$ cat src/rtl/fetch_prefetch.sv
// fetch_prefetch: instruction-fetch stage with a DEPTH-entry prefetch buffer.
//
// The stage issues sequential fetch requests and accepts in-order responses,
// with up to DEPTH requests in flight. Kept responses go into a FIFO of
// {pc, instr}, and one entry per cycle is handed to decode. A redirect (trap,
// mret or branch) flushes the FIFO and marks every in-flight response as
// stale, so those responses are discarded when they arrive.
//
// Ports:
//   clk, reset                 rising-edge clock, synchronous active-low reset
//   branch/trap/mret (+vector) redirect requests; priority trap > mret > branch
//   stall, invalidate          hazard controls for the decode outputs
//   mem_req_valid/ready/addr   fetch request channel
//   mem_rsp_valid/data         in-order fetch responses
//   pc_out, next_pc_out,
//   instruction_out, valid_out registered decode outputs

// Protocol checks on the internal FIFO and in-flight bookkeeping.
module fetch_prefetch_chk #(
    parameter int DEPTH = 4,
    parameter int CW    = 3
) (
    input logic          clk,
    input logic          reset,
    input logic          w_push,
    input logic          w_pop,
    input logic          mem_rsp_valid,
    input logic [CW-1:0] r_count,
    input logic [CW-1:0] r_inflight,
    input logic [CW-1:0] r_drop
);
    // A push into a full FIFO is only legal when the same edge pops.
    a_no_overflow: assert property (@(posedge clk) disable iff (!reset)
        !(w_push && !w_pop && (r_count == CW'(DEPTH))))
        else $error("fetch_prefetch: push into full FIFO");

    // Memory must never answer a request that was not issued.
    a_rsp_has_req: assert property (@(posedge clk) disable iff (!reset)
        !(mem_rsp_valid && (r_inflight == {CW{1'b0}})))
        else $error("fetch_prefetch: response with nothing in flight");

    // Stale responses are a subset of the in-flight ones.
    a_drop_bound: assert property (@(posedge clk) disable iff (!reset)
        r_drop <= r_inflight)
        else $error("fetch_prefetch: drop exceeds inflight");
endmodule

module fetch_prefetch #(
    parameter int              XLEN         = 32,
    parameter int              DEPTH        = 4,
    parameter logic [XLEN-1:0] RESET_VECTOR = {XLEN{1'b0}}
) (
    input  logic            clk,
    input  logic            reset,
    input  logic            branch,
    input  logic [XLEN-1:0] branch_vector,
    input  logic            trap,
    input  logic            mret,
    input  logic [XLEN-1:0] trap_vector,
    input  logic [XLEN-1:0] mret_vector,
    input  logic            stall,
    input  logic            invalidate,
    output logic            mem_req_valid,
    input  logic            mem_req_ready,
    output logic [XLEN-1:0] mem_req_addr,
    input  logic            mem_rsp_valid,
    input  logic [XLEN-1:0] mem_rsp_data,
    output logic [XLEN-1:0] pc_out,
    output logic [XLEN-1:0] next_pc_out,
    output logic [XLEN-1:0] instruction_out,
    output logic            valid_out
);
    localparam int              AW      = $clog2(DEPTH);
    localparam int              CW      = $clog2(DEPTH) + 1;
    localparam logic [XLEN-1:0] PC_STEP = XLEN'(32'd4);
    localparam logic [CW-1:0]   C_ZERO  = {CW{1'b0}};
    localparam logic [CW-1:0]   C_ONE   = CW'(1'b1);
    localparam logic [AW-1:0]   P_ONE   = AW'(1'b1);
    localparam logic [CW:0]     OCC_LIM = (CW+1)'(DEPTH);

    logic [XLEN-1:0] r_fetch_pc;
    logic [XLEN-1:0] r_rsp_pc;
    logic [CW-1:0]   r_inflight;
    logic [CW-1:0]   r_drop;
    logic [CW-1:0]   r_count;
    logic [AW-1:0]   r_rd_ptr;
    logic [AW-1:0]   r_wr_ptr;
    logic [XLEN-1:0] r_fifo_pc    [DEPTH];
    logic [XLEN-1:0] r_fifo_instr [DEPTH];
    logic [XLEN-1:0] r_pc_out;
    logic [XLEN-1:0] r_next_pc_out;
    logic [XLEN-1:0] r_instr_out;
    logic            r_valid_out;

    logic            w_redirect;
    logic [XLEN-1:0] w_target;
    logic [CW:0]     w_occupancy;
    logic            w_req_valid;
    logic            w_accept;
    logic            w_push;
    logic            w_pop;

    // Redirect target selection, trap has highest priority.
    always_comb begin
        w_target = branch_vector;
        if (trap) begin
            w_target = trap_vector;
        end else if (mret) begin
            w_target = mret_vector;
        end else begin
            w_target = branch_vector;
        end
    end

    assign w_redirect = trap | mret | branch;

    // Slots already claimed: live in-flight requests plus buffered entries.
    // Stale requests do not count because their data will never be pushed.
    assign w_occupancy = {1'b0, r_inflight} - {1'b0, r_drop} + {1'b0, r_count};
    assign w_req_valid = reset && !w_redirect && (w_occupancy < OCC_LIM);
    assign w_accept    = w_req_valid && mem_req_ready;
    assign w_push      = !w_redirect && mem_rsp_valid && (r_drop == C_ZERO);
    assign w_pop       = !w_redirect && !stall && !invalidate && (r_count != C_ZERO);

    // Fetch/response PCs, in-flight and stale counters, FIFO pointers and count.
    always_ff @(posedge clk) begin
        if (!reset) begin
            r_fetch_pc <= RESET_VECTOR;
            r_rsp_pc   <= RESET_VECTOR;
            r_inflight <= C_ZERO;
            r_drop     <= C_ZERO;
            r_count    <= C_ZERO;
            r_rd_ptr   <= {AW{1'b0}};
            r_wr_ptr   <= {AW{1'b0}};
        end else begin
            // No request is accepted during a redirect, so this covers both cases.
            r_inflight <= r_inflight + (w_accept ? C_ONE : C_ZERO)
                                     - (mem_rsp_valid ? C_ONE : C_ZERO);
            if (w_redirect) begin
                r_fetch_pc <= w_target;
                r_rsp_pc   <= w_target;
                r_drop     <= r_inflight - (mem_rsp_valid ? C_ONE : C_ZERO);
                r_count    <= C_ZERO;
                r_rd_ptr   <= {AW{1'b0}};
                r_wr_ptr   <= {AW{1'b0}};
            end else begin
                if (w_accept) begin
                    r_fetch_pc <= r_fetch_pc + PC_STEP;
                end
                if (mem_rsp_valid && (r_drop != C_ZERO)) begin
                    r_drop <= r_drop - C_ONE;
                end
                if (w_push) begin
                    r_rsp_pc <= r_rsp_pc + PC_STEP;
                    r_wr_ptr <= r_wr_ptr + P_ONE;
                end
                if (w_pop) begin
                    r_rd_ptr <= r_rd_ptr + P_ONE;
                end
                r_count <= r_count + (w_push ? C_ONE : C_ZERO) - (w_pop ? C_ONE : C_ZERO);
            end
        end
    end

    // FIFO storage; a full-FIFO push+pop reads the old head before it is overwritten.
    always_ff @(posedge clk) begin
        if (w_push) begin
            r_fifo_pc[r_wr_ptr]    <= r_rsp_pc;
            r_fifo_instr[r_wr_ptr] <= mem_rsp_data;
        end
    end

    // Decode output register: redirect bubbles, stall holds, otherwise pop or bubble.
    always_ff @(posedge clk) begin
        if (!reset) begin
            r_valid_out   <= 1'b0;
            r_pc_out      <= {XLEN{1'b0}};
            r_next_pc_out <= {XLEN{1'b0}};
            r_instr_out   <= {XLEN{1'b0}};
        end else if (w_redirect) begin
            r_valid_out <= 1'b0;
        end else if (!stall) begin
            if (w_pop) begin
                r_valid_out   <= 1'b1;
                r_pc_out      <= r_fifo_pc[r_rd_ptr];
                r_next_pc_out <= r_fifo_pc[r_rd_ptr] + PC_STEP;
                r_instr_out   <= r_fifo_instr[r_rd_ptr];
            end else begin
                r_valid_out <= 1'b0;
            end
        end
    end

    assign mem_req_valid   = w_req_valid;
    assign mem_req_addr    = r_fetch_pc;
    assign pc_out          = r_pc_out;
    assign next_pc_out     = r_next_pc_out;
    assign instruction_out = r_instr_out;
    assign valid_out       = r_valid_out;

    fetch_prefetch_chk #(
        .DEPTH (DEPTH),
        .CW    (CW)
    ) u_chk (
        .clk           (clk),
        .reset         (reset),
        .w_push        (w_push),
        .w_pop         (w_pop),
        .mem_rsp_valid (mem_rsp_valid),
        .r_count       (r_count),
        .r_inflight    (r_inflight),
        .r_drop        (r_drop)
    );
endmodule

$ cat config.mk
export PLATFORM = sky130hd
export DESIGN_NAME = fetch_prefetch
export DESIGN_NICKNAME = d
export VERILOG_FILES = /design/src/rtl/fetch_prefetch.sv
export SDC_FILE = /design/constraint.sdc
export NUM_CORES = 1
export LEC_CHECK = 0
export CAP_MARGIN = 20
export CORE_MARGIN = 4
export CORE_UTILIZATION = 30
export DETAILED_ROUTE_END_ITERATION = 10
export GPL_TIMING_DRIVEN = 0
export HOLD_SLACK_MARGIN = 0.03
export PLACE_DENSITY = 0.48
export SYNTH_ARGS = -nofsm -noshare
export SYNTH_HDL_FRONTEND = slang
export SYNTH_HIERARCHICAL = 1
export SYNTH_SLANG_ARGS = --single-unit
$ cat constraint.sdc
create_clock -name clk -period 4.85 [get_ports clk]
set_clock_uncertainty 0.2 [all_clocks]
set_input_delay 1.2125 -clock clk [delete_from_list [all_inputs] [get_ports clk]]
set_output_delay 1.2125 -clock clk [all_outputs]
set_load 0.1 [all_outputs]
==> results.sh <==
export IMPL_die_width_microns=253.5
export IMPL_finalWirelength_microns=57360
export IMPL_yosysTopAreaCell="edfxtp_1"
export IMPL_gp_congestion=0.8618
export IMPL_pre_cts_ws_ns=-1.659
export IMPL_syn_nets=1606
export IMPL_cts_tree="yes"
export IMPL_clock_tree_buffer_depth=3
export IMPL_critical_path_max_fanout=3
export IMPL_end_kind="output pin"
export IMPL_setup_tns_ns=0
export IMPL_dp_hpwl_microns=41670
export IMPL_drive_gt1_share_pct=12.94
export IMPL_clk_pin_slew_ns=0.06
export IMPL_p_leak_nw=7.805
export IMPL_drt_initial_drc_count=951
export IMPL_tightest_slew_ns=1.067
export IMPL_grt_max_degree=49
export IMPL_ys_warnings_count=6
export IMPL_syn2layout_area_growth_pct=29.99
export IMPL_arrival_ns=3.31
export IMPL_synth_avg_cell_area_sq_um=12.50
export IMPL_p_sw_mw=2.135
export IMPL_synthMostInstantiatedCell="edfxtp_1"
export IMPL_whs_ns=0.2539
export IMPL_grt_pass1_wl_microns=85240
export IMPL_timing_final_crit_share_pct=97.33
export IMPL_grt_total_usage_pct=17.52
export IMPL_status="finished clean"
export IMPL_hold_path_class="reg -> reg"
export IMPL_start_util_pct=30.47
export IMPL_async_flop_share_pct=0
export IMPL_fmax_mhz=211.9
export IMPL_synth_edf_count=256
export IMPL_finalMaxSlewViolations=0
export IMPL_grt_pass1_vias=13328
export IMPL_io_buffers=264
export IMPL_slew_headroom_pct=28.67
export IMPL_antenna_found_initial=1
export IMPL_drc_errors=0
export IMPL_p_int_mw=6.414
export IMPL_worst_slack_ns=0.1297
export IMPL_io_pins=267
export IMPL_cts_buffers=49
export IMPL_worstPathRequired_ns=3.44
export IMPL_hold_violations=0
export IMPL_synth_cells=1447
export IMPL_die_height_microns=253.5
export IMPL_cts_sinks=428
export IMPL_min_period_ns=4.720
export IMPL_yosysUniqueCellTypes=61
export IMPL_ys_ff_latch=428
export IMPL_fp_coreArea_sq_um=59350
export IMPL_ir_drop_mv=0.2175
export IMPL_synth_top_flop_cell="edfxtp_1"
export IMPL_ys_top_cells_by_area="edfxtp_1 (43%), dfxtp_1 (19%), mux4_2 (7.1%), a21oi_1 (4.6%), nand2_1 (3.8%)"
export IMPL_grt_overflow_total=0
export IMPL_antenna_cells=0
export IMPL_die_area_sq_um=64280
export IMPL_nets=1928
export IMPL_critPathKind="reg -> out"
export IMPL_worst_r2r_setup_slack_ns=0.23
export IMPL_rows=89
export IMPL_clkLatencyLatePin_ns=0.59
export IMPL_drv_cap=0
export IMPL_p_per_area_nw_per_um2=363.6
export IMPL_synthTopCellsByCount="edfxtp_1 (256), nand2_1 (185), dfxtp_1 (172), a21oi_1 (167), clkbuf_1 (69)"
export IMPL_p_comb_share_pct=10.2
export IMPL_detailroute_via_count=13179
export IMPL_ant_nets=0
export IMPL_p_seq_share_pct=46.7
export IMPL_setup_viol=0
export IMPL_cts_max_level=2
export IMPL_wire_per_inst_microns=22.22
export IMPL_sw_frac_of_total_pct=24.97
export IMPL_n_fill_cell=5658
export IMPL_clock_power_share_pct=43.1
export IMPL_yosysTopAreaCellShare_pct=42.50
export IMPL_vias_per_cell=5.106
export IMPL_yosysSeqAreaShare_pct=61.54
export IMPL_dr_pass1_iters=5
export IMPL_root_buffer="clkbuf_16"
export IMPL_worst_setup_path_start_kind="register"
export IMPL_netlist_area_sq_um=18090
[layout make-up]
cell class	count	area, sq um	area share, %
Timing Repair Buffer	272	2805	11.93
Clock buffer	65	1356	5.768
Clock inverter	25	245.2	1.043
Multi-Input combinational cell	893	6440	27.39
Sequential cell	428	11130	47.34
Buffer	100	473.0	2.011
Inverter	25	93.84	0.3991
Tap cell	773	967.2	4.113
[critical path, cell delays in order, from the launching register on]
cell     delay [ns]
dfxtp_1        0.39
inv_1          0.10
fa_1           0.49
inv_1          0.04
ha_1           0.28
and3b_1        0.19
or4b_1         0.53
a21oi_4        0.22
nor2_1         0.07
nor2_2         0.19
buf_12         0.20
[stage by stage]
stage	power (mW)	utilization, %	std cells	cell area, sq um
after global routing	8.867	39.61	2581	23510
after global placement	4.880	36.56	2484	21700
after detailed placement	4.888	36.80	2489	21840
final	8.549	39.61	2581	23510
after CTS	8.610	39.55	2579	23480
after floorplan	4.519	-	1447	18090
[cell families after synthesis]
kind of cell | share of synthesized area, %
flops | 61.54
compound gates | 13.47
simple gates | 10.04
buf+inv | 3.154
mux | 8.225
xor+xnor | 1.889
fa+ha+maj | 1.688
[what timing repair did]
item,CTS,global route
gates resized for setup,14,3
setup buffers,0,1
hold buffers,0,0
setup endpoints to repair,1,2
cloned,0,0
pin swaps,0,2
[final timing paths]
check                                         start                   to  cells after the start
worst max-delay path                     r_count[1]        mem_req_valid                     10
worst min-delay path            instruction_out[27]  instruction_out[27]                      2
worst max register to register           r_count[1]        r_inflight[2]                     19
worst min register to register  instruction_out[27]  instruction_out[27]                      2
[flip-flops by register name, summed over array words and instances, names as in the netlist, named ones only]
name,flops
r_drop,3
r_fifo_instr,128
mem_req_addr,31
instruction_out,32
r_count,3
r_inflight,3
next_pc_out,30
pc_out,32
r_wr_ptr,2
r_fifo_pc,128
r_rsp_pc,31
r_rd_ptr,2
valid_out,1
[layer usage]
metal / GRT usage [%] / vias up / wire [microns]
li1: - / 6152 / -
met1: 24.67 / 6532 / 26350
met2: 27.46 / 405 / 26180
met3: 3.776 / 88 / 3267
met4: 4.933 / 2 / 1541
met5: 0 / - / 13
[placed cells by master (no fill, tap or decap), types with 33 or more instances in the layout]
cell / instances
a21oi_1: 166
mux4_2: 57
clkbuf_1: 76
dfxtp_1: 171
edfxtp_1: 256
a31oi_1: 33
o221a_2: 34
o21ai_0: 67
nand2_1: 184
clkbuf_16: 50
nand3_1: 34
clkdlybuf4s50_1: 263
nor2_1: 60
[power groups by stage]
stage               Combinational (mW)  Sequential, mW  Clock (mW)
CTS                              0.845            3.99        3.78
floorplan                        0.366            4.15           0
global route                     0.936            4.00        3.93
finish                           0.872            3.99        3.69
global placement                 0.817            4.06           0
detailed placement               0.824            4.06           0
(Power assumes the default switching activity.)
